### src/rtl/dfifo_pkg.sv
// -----------------------------------------------------------------------------
// dfifo_pkg
// Shared definitions for the distributed-RAM FIFO read and write controllers.
//   rd_state_e      : output-stage state encoding (IDLE = no word held,
//                     HOLD = word presented on the stream interface)
//   ptr_diff_width  : width of an extended pointer / pointer difference for a
//                     given RAM address width (one extra wrap bit)
// -----------------------------------------------------------------------------
package dfifo_pkg;

  typedef enum logic [0:0] {
    RD_IDLE = 1'b0,
    RD_HOLD = 1'b1
  } rd_state_e;

  // Extended pointers carry one wrap bit above the RAM address so that a
  // full RAM (difference 2^addr_width) is distinguishable from an empty one.
  function automatic int ptr_diff_width(input int addr_width);
    return addr_width + 1;
  endfunction

endpackage

### src/rtl/dfifo_rd_ctrl.sv
// -----------------------------------------------------------------------------
// dfifo_rd_ctrl
// Read-side controller of a single-clock FIFO built around an external
// distributed simple-dual-port RAM with a combinational read port. The
// controller walks the read pointer, pulls words out of the RAM into a
// one-word output register and presents them as a valid/ready stream.
//
// Parameters
//   ADDR_WIDTH  RAM address width (4..10)
//   DATA_WIDTH  word width (1..256)
//   AEMPTY_TH   almost_empty threshold in RAM words
//
// Ports
//   rd_clk       in   clock, all logic on the rising edge
//   rst          in   asynchronous active-high reset
//   wr_ptr       in   write-side extended pointer (MSB = wrap bit)
//   rd_addr      out  RAM read address (low bits of rd_ptr)
//   ram_rd_data  in   RAM read data for rd_addr, same cycle
//   rd_ptr       out  extended read pointer returned to the write side
//   flush        in   synchronous discard of all buffered data
//   m_valid      out  output stream valid
//   m_ready      in   output stream ready
//   m_data       out  output stream data
//   empty        out  RAM holds no unread word
//   almost_empty out  RAM occupancy <= AEMPTY_TH
//   rd_count     out  RAM occupancy (output register not included)
//   ptr_err      out  sticky: pointer difference exceeded the RAM depth
// -----------------------------------------------------------------------------
module dfifo_rd_ctrl
  import dfifo_pkg::*;
#(
  parameter int ADDR_WIDTH = 4,
  parameter int DATA_WIDTH = 240,
  parameter int AEMPTY_TH  = 2
) (
  input  logic                  rd_clk,
  input  logic                  rst,
  input  logic [ADDR_WIDTH:0]   wr_ptr,
  output logic [ADDR_WIDTH-1:0] rd_addr,
  input  logic [DATA_WIDTH-1:0] ram_rd_data,
  output logic [ADDR_WIDTH:0]   rd_ptr,
  input  logic                  flush,
  output logic                  m_valid,
  input  logic                  m_ready,
  output logic [DATA_WIDTH-1:0] m_data,
  output logic                  empty,
  output logic                  almost_empty,
  output logic [ADDR_WIDTH:0]   rd_count,
  output logic                  ptr_err
);

  localparam int PTR_W = ptr_diff_width(ADDR_WIDTH);

  // Occupancy equal to the RAM depth is legal (full); anything above it means
  // the pointers have diverged.
  localparam logic [PTR_W-1:0] DEPTH_C   = {1'b1, {ADDR_WIDTH{1'b0}}};
  localparam logic [PTR_W-1:0] AEMPTY_C  = AEMPTY_TH[PTR_W-1:0];
  localparam logic [PTR_W-1:0] PTR_ONE_C = {{ADDR_WIDTH{1'b0}}, 1'b1};

  rd_state_e             state_r;
  logic [PTR_W-1:0]      rd_ptr_r;
  logic                  m_valid_r;
  logic [DATA_WIDTH-1:0] m_data_r;
  logic                  ptr_err_r;

  logic [PTR_W-1:0]      rd_count_s;
  logic                  empty_s;
  logic                  aempty_s;
  logic                  ptr_bad_s;
  logic                  load_s;

  // Occupancy and status flags; modular subtraction handles the wrap bit.
  always_comb begin
    rd_count_s = wr_ptr - rd_ptr_r;
    empty_s    = (rd_count_s == {PTR_W{1'b0}});
    aempty_s   = (rd_count_s <= AEMPTY_C);
    ptr_bad_s  = (rd_count_s > DEPTH_C);
  end

  // Load decision: the output register can accept a word when it is idle or
  // its current word is being consumed; never load from a corrupt pointer pair.
  always_comb begin
    load_s = 1'b0;
    if (!empty_s && !ptr_bad_s) begin
      if (state_r == RD_IDLE) begin
        load_s = 1'b1;
      end else if (m_ready) begin
        load_s = 1'b1;
      end else begin
        load_s = 1'b0;
      end
    end else begin
      load_s = 1'b0;
    end
  end

  // Output-stage FSM with registered pointer, valid and data.
  always_ff @(posedge rd_clk or posedge rst) begin
    if (rst) begin
      state_r   <= RD_IDLE;
      rd_ptr_r  <= {PTR_W{1'b0}};
      m_valid_r <= 1'b0;
      m_data_r  <= {DATA_WIDTH{1'b0}};
    end else if (flush) begin
      // Flush wins over any load or consume in the same cycle; the held data
      // value is left as is since m_valid drops.
      state_r   <= RD_IDLE;
      rd_ptr_r  <= wr_ptr;
      m_valid_r <= 1'b0;
    end else begin
      case (state_r)
        RD_IDLE: begin
          if (load_s) begin
            m_data_r  <= ram_rd_data;
            rd_ptr_r  <= rd_ptr_r + PTR_ONE_C;
            m_valid_r <= 1'b1;
            state_r   <= RD_HOLD;
          end else begin
            m_valid_r <= 1'b0;
            state_r   <= RD_IDLE;
          end
        end
        RD_HOLD: begin
          if (load_s) begin
            // Back-to-back: consume and refill in one cycle.
            m_data_r  <= ram_rd_data;
            rd_ptr_r  <= rd_ptr_r + PTR_ONE_C;
            m_valid_r <= 1'b1;
            state_r   <= RD_HOLD;
          end else if (m_ready) begin
            // Consumed with nothing to follow; data keeps its last value.
            m_valid_r <= 1'b0;
            state_r   <= RD_IDLE;
          end else begin
            m_valid_r <= 1'b1;
            state_r   <= RD_HOLD;
          end
        end
        default: begin
          m_valid_r <= 1'b0;
          state_r   <= RD_IDLE;
        end
      endcase
    end
  end

  // Sticky pointer-divergence flag, cleared only by reset.
  always_ff @(posedge rd_clk or posedge rst) begin
    if (rst) begin
      ptr_err_r <= 1'b0;
    end else if (ptr_bad_s) begin
      ptr_err_r <= 1'b1;
    end else begin
      ptr_err_r <= ptr_err_r;
    end
  end

  assign rd_ptr       = rd_ptr_r;
  assign rd_addr      = rd_ptr_r[ADDR_WIDTH-1:0];
  assign m_valid      = m_valid_r;
  assign m_data       = m_data_r;
  assign ptr_err      = ptr_err_r;
  assign rd_count     = rd_count_s;
  assign empty        = empty_s;
  assign almost_empty = aempty_s;

endmodule

### config.mk
export PLATFORM = sky130hd
export DESIGN_NAME = dfifo_rd_ctrl
export DESIGN_NICKNAME = d
export VERILOG_FILES = /design/src/rtl/dfifo_pkg.sv /design/src/rtl/dfifo_rd_ctrl.sv
export SDC_FILE = /design/constraint.sdc
export NUM_CORES = 1
export LEC_CHECK = 0
export ABC_AREA = 1
export BUFFER_PORTS_ARGS = -buffer_cell sky130_fd_sc_hd__buf_2
export CORE_AREA = 8 8 190 192
export CTS_CLUSTER_SIZE = 14
export DETAILED_ROUTE_END_ITERATION = 6
export DIE_AREA = 0 0 198 200
export GPL_TIMING_DRIVEN = 0
export PLACE_DENSITY = 0.65
export SLEW_MARGIN = 20
export SYNTH_ARGS = -nofsm -noshare
export SYNTH_HDL_FRONTEND = slang
export SYNTH_SLANG_ARGS = --single-unit
### constraint.sdc
create_clock -name rd_clk -period 10.75 [get_ports rd_clk]
set_input_delay 2.15 -clock rd_clk [delete_from_list [all_inputs] [get_ports rd_clk]]
set_output_delay 2.15 -clock rd_clk [all_outputs]
set_load 0.03 [all_outputs]
== After elaboration in Yosys (flattened, before gate mapping) ==
Cells that the tools add are included.

* Logic and storage cells: 27
* Bits in registers: 247
* Input port bits: 249
* Output and inout port bits: 258

* Mux-type cells: 11
* Reduce and logical (&&, ||, !) cells: 6
* Order comparisons: 2
* $add $sub $neg: 2
* Bitwise operators: 2

{| class="wikitable"
|+ Operators with widths
! cell !! number
|-
| 240-bit 2-to-1 mux || 1
|-
| 5-bit 2-to-1 mux || 2
|-
| 1-bit 2-to-1 mux || 7
|-
| 5-bit by 1-bit adder with 5-bit output, second input constant || 1
|-
| 5-bit > comparator, second input constant || 1
|-
| 5-bit by 2-bit less-or-equal comparator with 1-bit output, second input constant || 1
|-
| 5-bit logical NOT || 1
|-
| 5-bit subtractor || 1
|-
| 1-bit logical NOT || 2
|-
| 1-bit inverter || 2
|-
| 1-bit case mux with 2 select lines || 1
|-
| 2-bit AND reduction || 1
|-
| 2-bit nonzero test || 1
|-
| 1-bit logical AND || 1
|}

== Logic depth before layout (Yosys ltp) ==
* Depth after elaboration: 8
* Depth in mapped cells: 15
* Gate-level depth less buffers: 13

== Least setup slack after synthesis ==
No wires, ideal clock.

* Path type: input-to-output
* From: input port wr_ptr[0]
* To: output port almost_empty
* Setup slack: 4852 ps
* Stages: 8
* Data arrival time: 3748 ps
* Buffers on the path: 0
* Cells stage by stage: inv_1 -> ha_1 -> inv_1 -> fa_1 -> xor2_1 -> inv_2 -> nand3_1 -> a21oi_1

* Word-level cells in the longest chain between the ends: 2

{| class="wikitable"
|+ RTL lines
! what !! RTL line !! text
|-
| from (decl) || dfifo_rd_ctrl.sv:38 || <nowiki>input logic [ADDR_WIDTH:0] wr_ptr,</nowiki>
|-
| 5-bit subtractor || dfifo_rd_ctrl.sv:74 || <nowiki>rd_count_s = wr_ptr - rd_ptr_r;</nowiki>
|-
| net rd_count[2] || dfifo_rd_ctrl.sv:48 || <nowiki>output logic [ADDR_WIDTH:0] rd_count,</nowiki>
|-
| 5-bit by 2-bit less-or-equal comparator with 1-bit output || dfifo_rd_ctrl.sv:76 || <nowiki>aempty_s = (rd_count_s <= AEMPTY_C);</nowiki>
|-
| to (decl) || dfifo_rd_ctrl.sv:47 || <nowiki>output logic almost_empty,</nowiki>
|}

The timed path passes the listed nets, and every way through them passes these cells.

== Worst setup path after layout ==
* From: input port wr_ptr[0]
* To: output port almost_empty

* Word-level cells in the longest chain between the ends: 2

{| class="wikitable"
|+ RTL lines
! what !! RTL line
|-
| 5-bit subtractor || dfifo_rd_ctrl.sv:74
|-
| 5-bit by 2-bit less-or-equal comparator with 1-bit output || dfifo_rd_ctrl.sv:76
|}

No other way between the ends.

==> flow_metrics.tcl <==
set metrics [dict create \
    rows 67 \
    portBuffers 505 \
    die_area_um2 39600 \
    power_leakage_nw 8.26 \
    synth_nets 1429 \
    grt_max_degree 102 \
    finalHoldViolCount 0 \
    htreeDepth 1 \
    insertion_delay_ns 0.54 \
    first_iter_violations 674 \
    finalMaxSlewViolations 0 \
    mostFrequentLayoutCells "buf_2, nand2_1, dfrtp_1, nand4_1, clkbuf_1" \
    drc_errors 0 \
    cts_buffers 28 \
    grt_pass1_wl_um 62400 \
    holdBufCountCts 0 \
    grt_pass1_vias 10700 \
    synthCells 1174 \
    fmax_ghz 0.172 \
    grt_overflow 0 \
    power.total_mw 5.54 \
    placed_area_um2 13600 \
    tns_ns 0 \
    fin_util_pct 44.0 \
    ios 507 \
    netlist_area_um2 10500 \
    finalSetupViolations 0 \
    hp-class "flip-flop to flip-flop" \
    tightest_slew_ns 0.763 \
    wirelength_um 41500 \
    ir_drop_uv 168 \
    cts_tree "yes" \
    synth_seq_cells 247 \
    syn2layout_area_growth_pct 39.3 \
    cts.clk_slew.worst_paths_ns 0.05 \
    critPathKind "input port to primary output" \
    clock-skew-final_ns 0.0108 \
    cp.required_ns 8.60 \
    core_um2 33100 \
    timing.final.crit_share_pct 54.2 \
    drive_gt1_share_pct 35.0 \
    die_height_um 200 \
    cp.arrival_ns 3.68 \
    cts-root-buf "clkbuf_16" \
    initial_core_util_pct 31.6 \
    critPathMaxFanout 3 \
    vias 10800 \
    status "finished clean" \
    finalNetCount 1966 \
    dieWidth_um 198 \
    rsz0062_at_grt "no" \
    whs_ns 0.464 \
    dr.pass1.iters 5 \
    final_common_cell "buf_2" \
    p_per_area_nw_per_um2 380 \
    cts_sinks 247 \
    ys_seq_area_share_pct 59.1 \
    syn-mean-instance-area_um2 8.91 \
    cts-resized-gates 0 \
    ys.warnings.count 0 \
    period_needed_ns 5.83 \
    maxCapViolations 0 \
    antenna_found_initial 9 \
    post_cts_buffers 0 \
    relSlewSlack_pct 49.1 \
    place_congestion 0.923 \
    design_area_um2 14600 \
    wl_per_cell_um 19.0 \
    worstSetupStartpointType "input port" \
    clock_path_buffers 3 \
    viasPerCell 4.93 \
    end_kind "primary output" \
    grt_util_all_layers_pct 19.9 \
    dp_hpwl_um 32400 \
    final_antenna_net_count 0 \
    ys_types 19 \
]
-- per-stage QoR --
step	std cells	setup slack, ns
2_1_floorplan	1174	1.81
3_3_place_gp	2127	-1.14
3_5_place_dp	2129	4.93
4_1_cts	2178	4.93
5_1_grt	2181	4.74
6_report	2182	4.92
-- sequential cells by signal, summed over array words and instances, names as in the netlist --
| signal | cells |
|---|---|
| m_data | 240 |
| rd_ptr | 5 |
| m_valid | 1 |
| ptr_err | 1 |
-- worst paths after layout --
kind | start | to | slack [ns] | cells after the start
worst min register to register | m_data[35]$_DFFE_PP0P_ | m_data[35]$_DFFE_PP0P_ | 0.46 | 2
min in group asynchronous | rst | m_data[216]$_DFFE_PP0P_ | 1.63 | 2
max in group asynchronous | rst | m_data[41]$_DFFE_PP0P_ | 8.27 | 3
worst max register to register | rd_ptr[0]$_DFFE_PP0P_ | m_data[0]$_DFFE_PP0P_ | 7.89 | 12
worst min-delay path | m_data[35]$_DFFE_PP0P_ | m_data[35]$_DFFE_PP0P_ | 0.46 | 2
worst max-delay path | wr_ptr[0] | almost_empty | 4.92 | 11
-- metal layers --
metal / GRT usage [%] / part of all wire (%) / up-vias
met5: 0 / 0.16 / -
li1: - / - / 5046
met2: 33.8 / 49 / 497
met1: 23.5 / 38 / 5129
met4: 7.61 / 3.8 / 10
met3: 5.85 / 9.5 / 81
-- kinds of logic (layout without fill, tap and decap cells) --
| logic type | after synthesis | count (layout) | share of synthesized area (%) |
|---|---|---|---|
| other | 0 | 4 | 0 |
| adder cells (fa/ha/maj) | 6 | 6 | 0.790 |
| buffers and inverters | 130 | 686 | 5.35 |
| XOR/XNOR | 4 | 4 | 0.335 |
| AND/OR/NAND/NOR | 779 | 779 | 34.0 |
| AO/OA/AOI/OAI | 8 | 8 | 0.383 |
| flip-flops | 247 | 247 | 59.1 |
-- cells in the mapped netlist --
library cell	count	area, um^2
nand3_2	1	10.0
xor2_1	3	26.3
nand3_1	16	80.1
dfrtp_1	247	6180
o21ai_0	5	25.0
nand2_1	516	1940
a21oi_1	3	15.0
nand2_2	1	6.26
clkbuf_1	59	221
buf_1	4	15.0
ha_1	5	62.6
inv_2	4	15.0
buf_4	5	37.5
fa_1	1	20.0
nor2_1	3	11.3
inv_1	16	60.1
nand4_1	242	1510
xnor2_1	1	8.76
buf_2	42	210
-- power breakdown --
part	switching, mW	leakage (nW)	total [mW]	internal (mW)
Clock	0.386	0.465	0.982	0.596
Combinational	2.15	4.73	2.92	0.766
Sequential	0.257	3.07	1.64	1.38
-- worst max-delay path, stage by stage --
cell,delay [ns]
buf_2,0.11
inv_1,0.05
ha_1,0.13
inv_1,0.07
fa_1,0.41
nand3_1,0.15
nand3_1,0.09
nand2_1,0.11
nand3_1,0.08
a21oi_1,0.12
buf_2,0.21
-- final cells by class --
cell class	count	area, um^2
sequential	247	6180
fill	3245	18600
antenna	4	10.0
inverter	20	82.6
clock buffer	39	813
timing repair buffer	507	2580
multi-input combinational	797	3720
tap	448	561
buffer	110	484
clock inverter	10	131
Note: power is estimated with default switching activity, not from simulation.
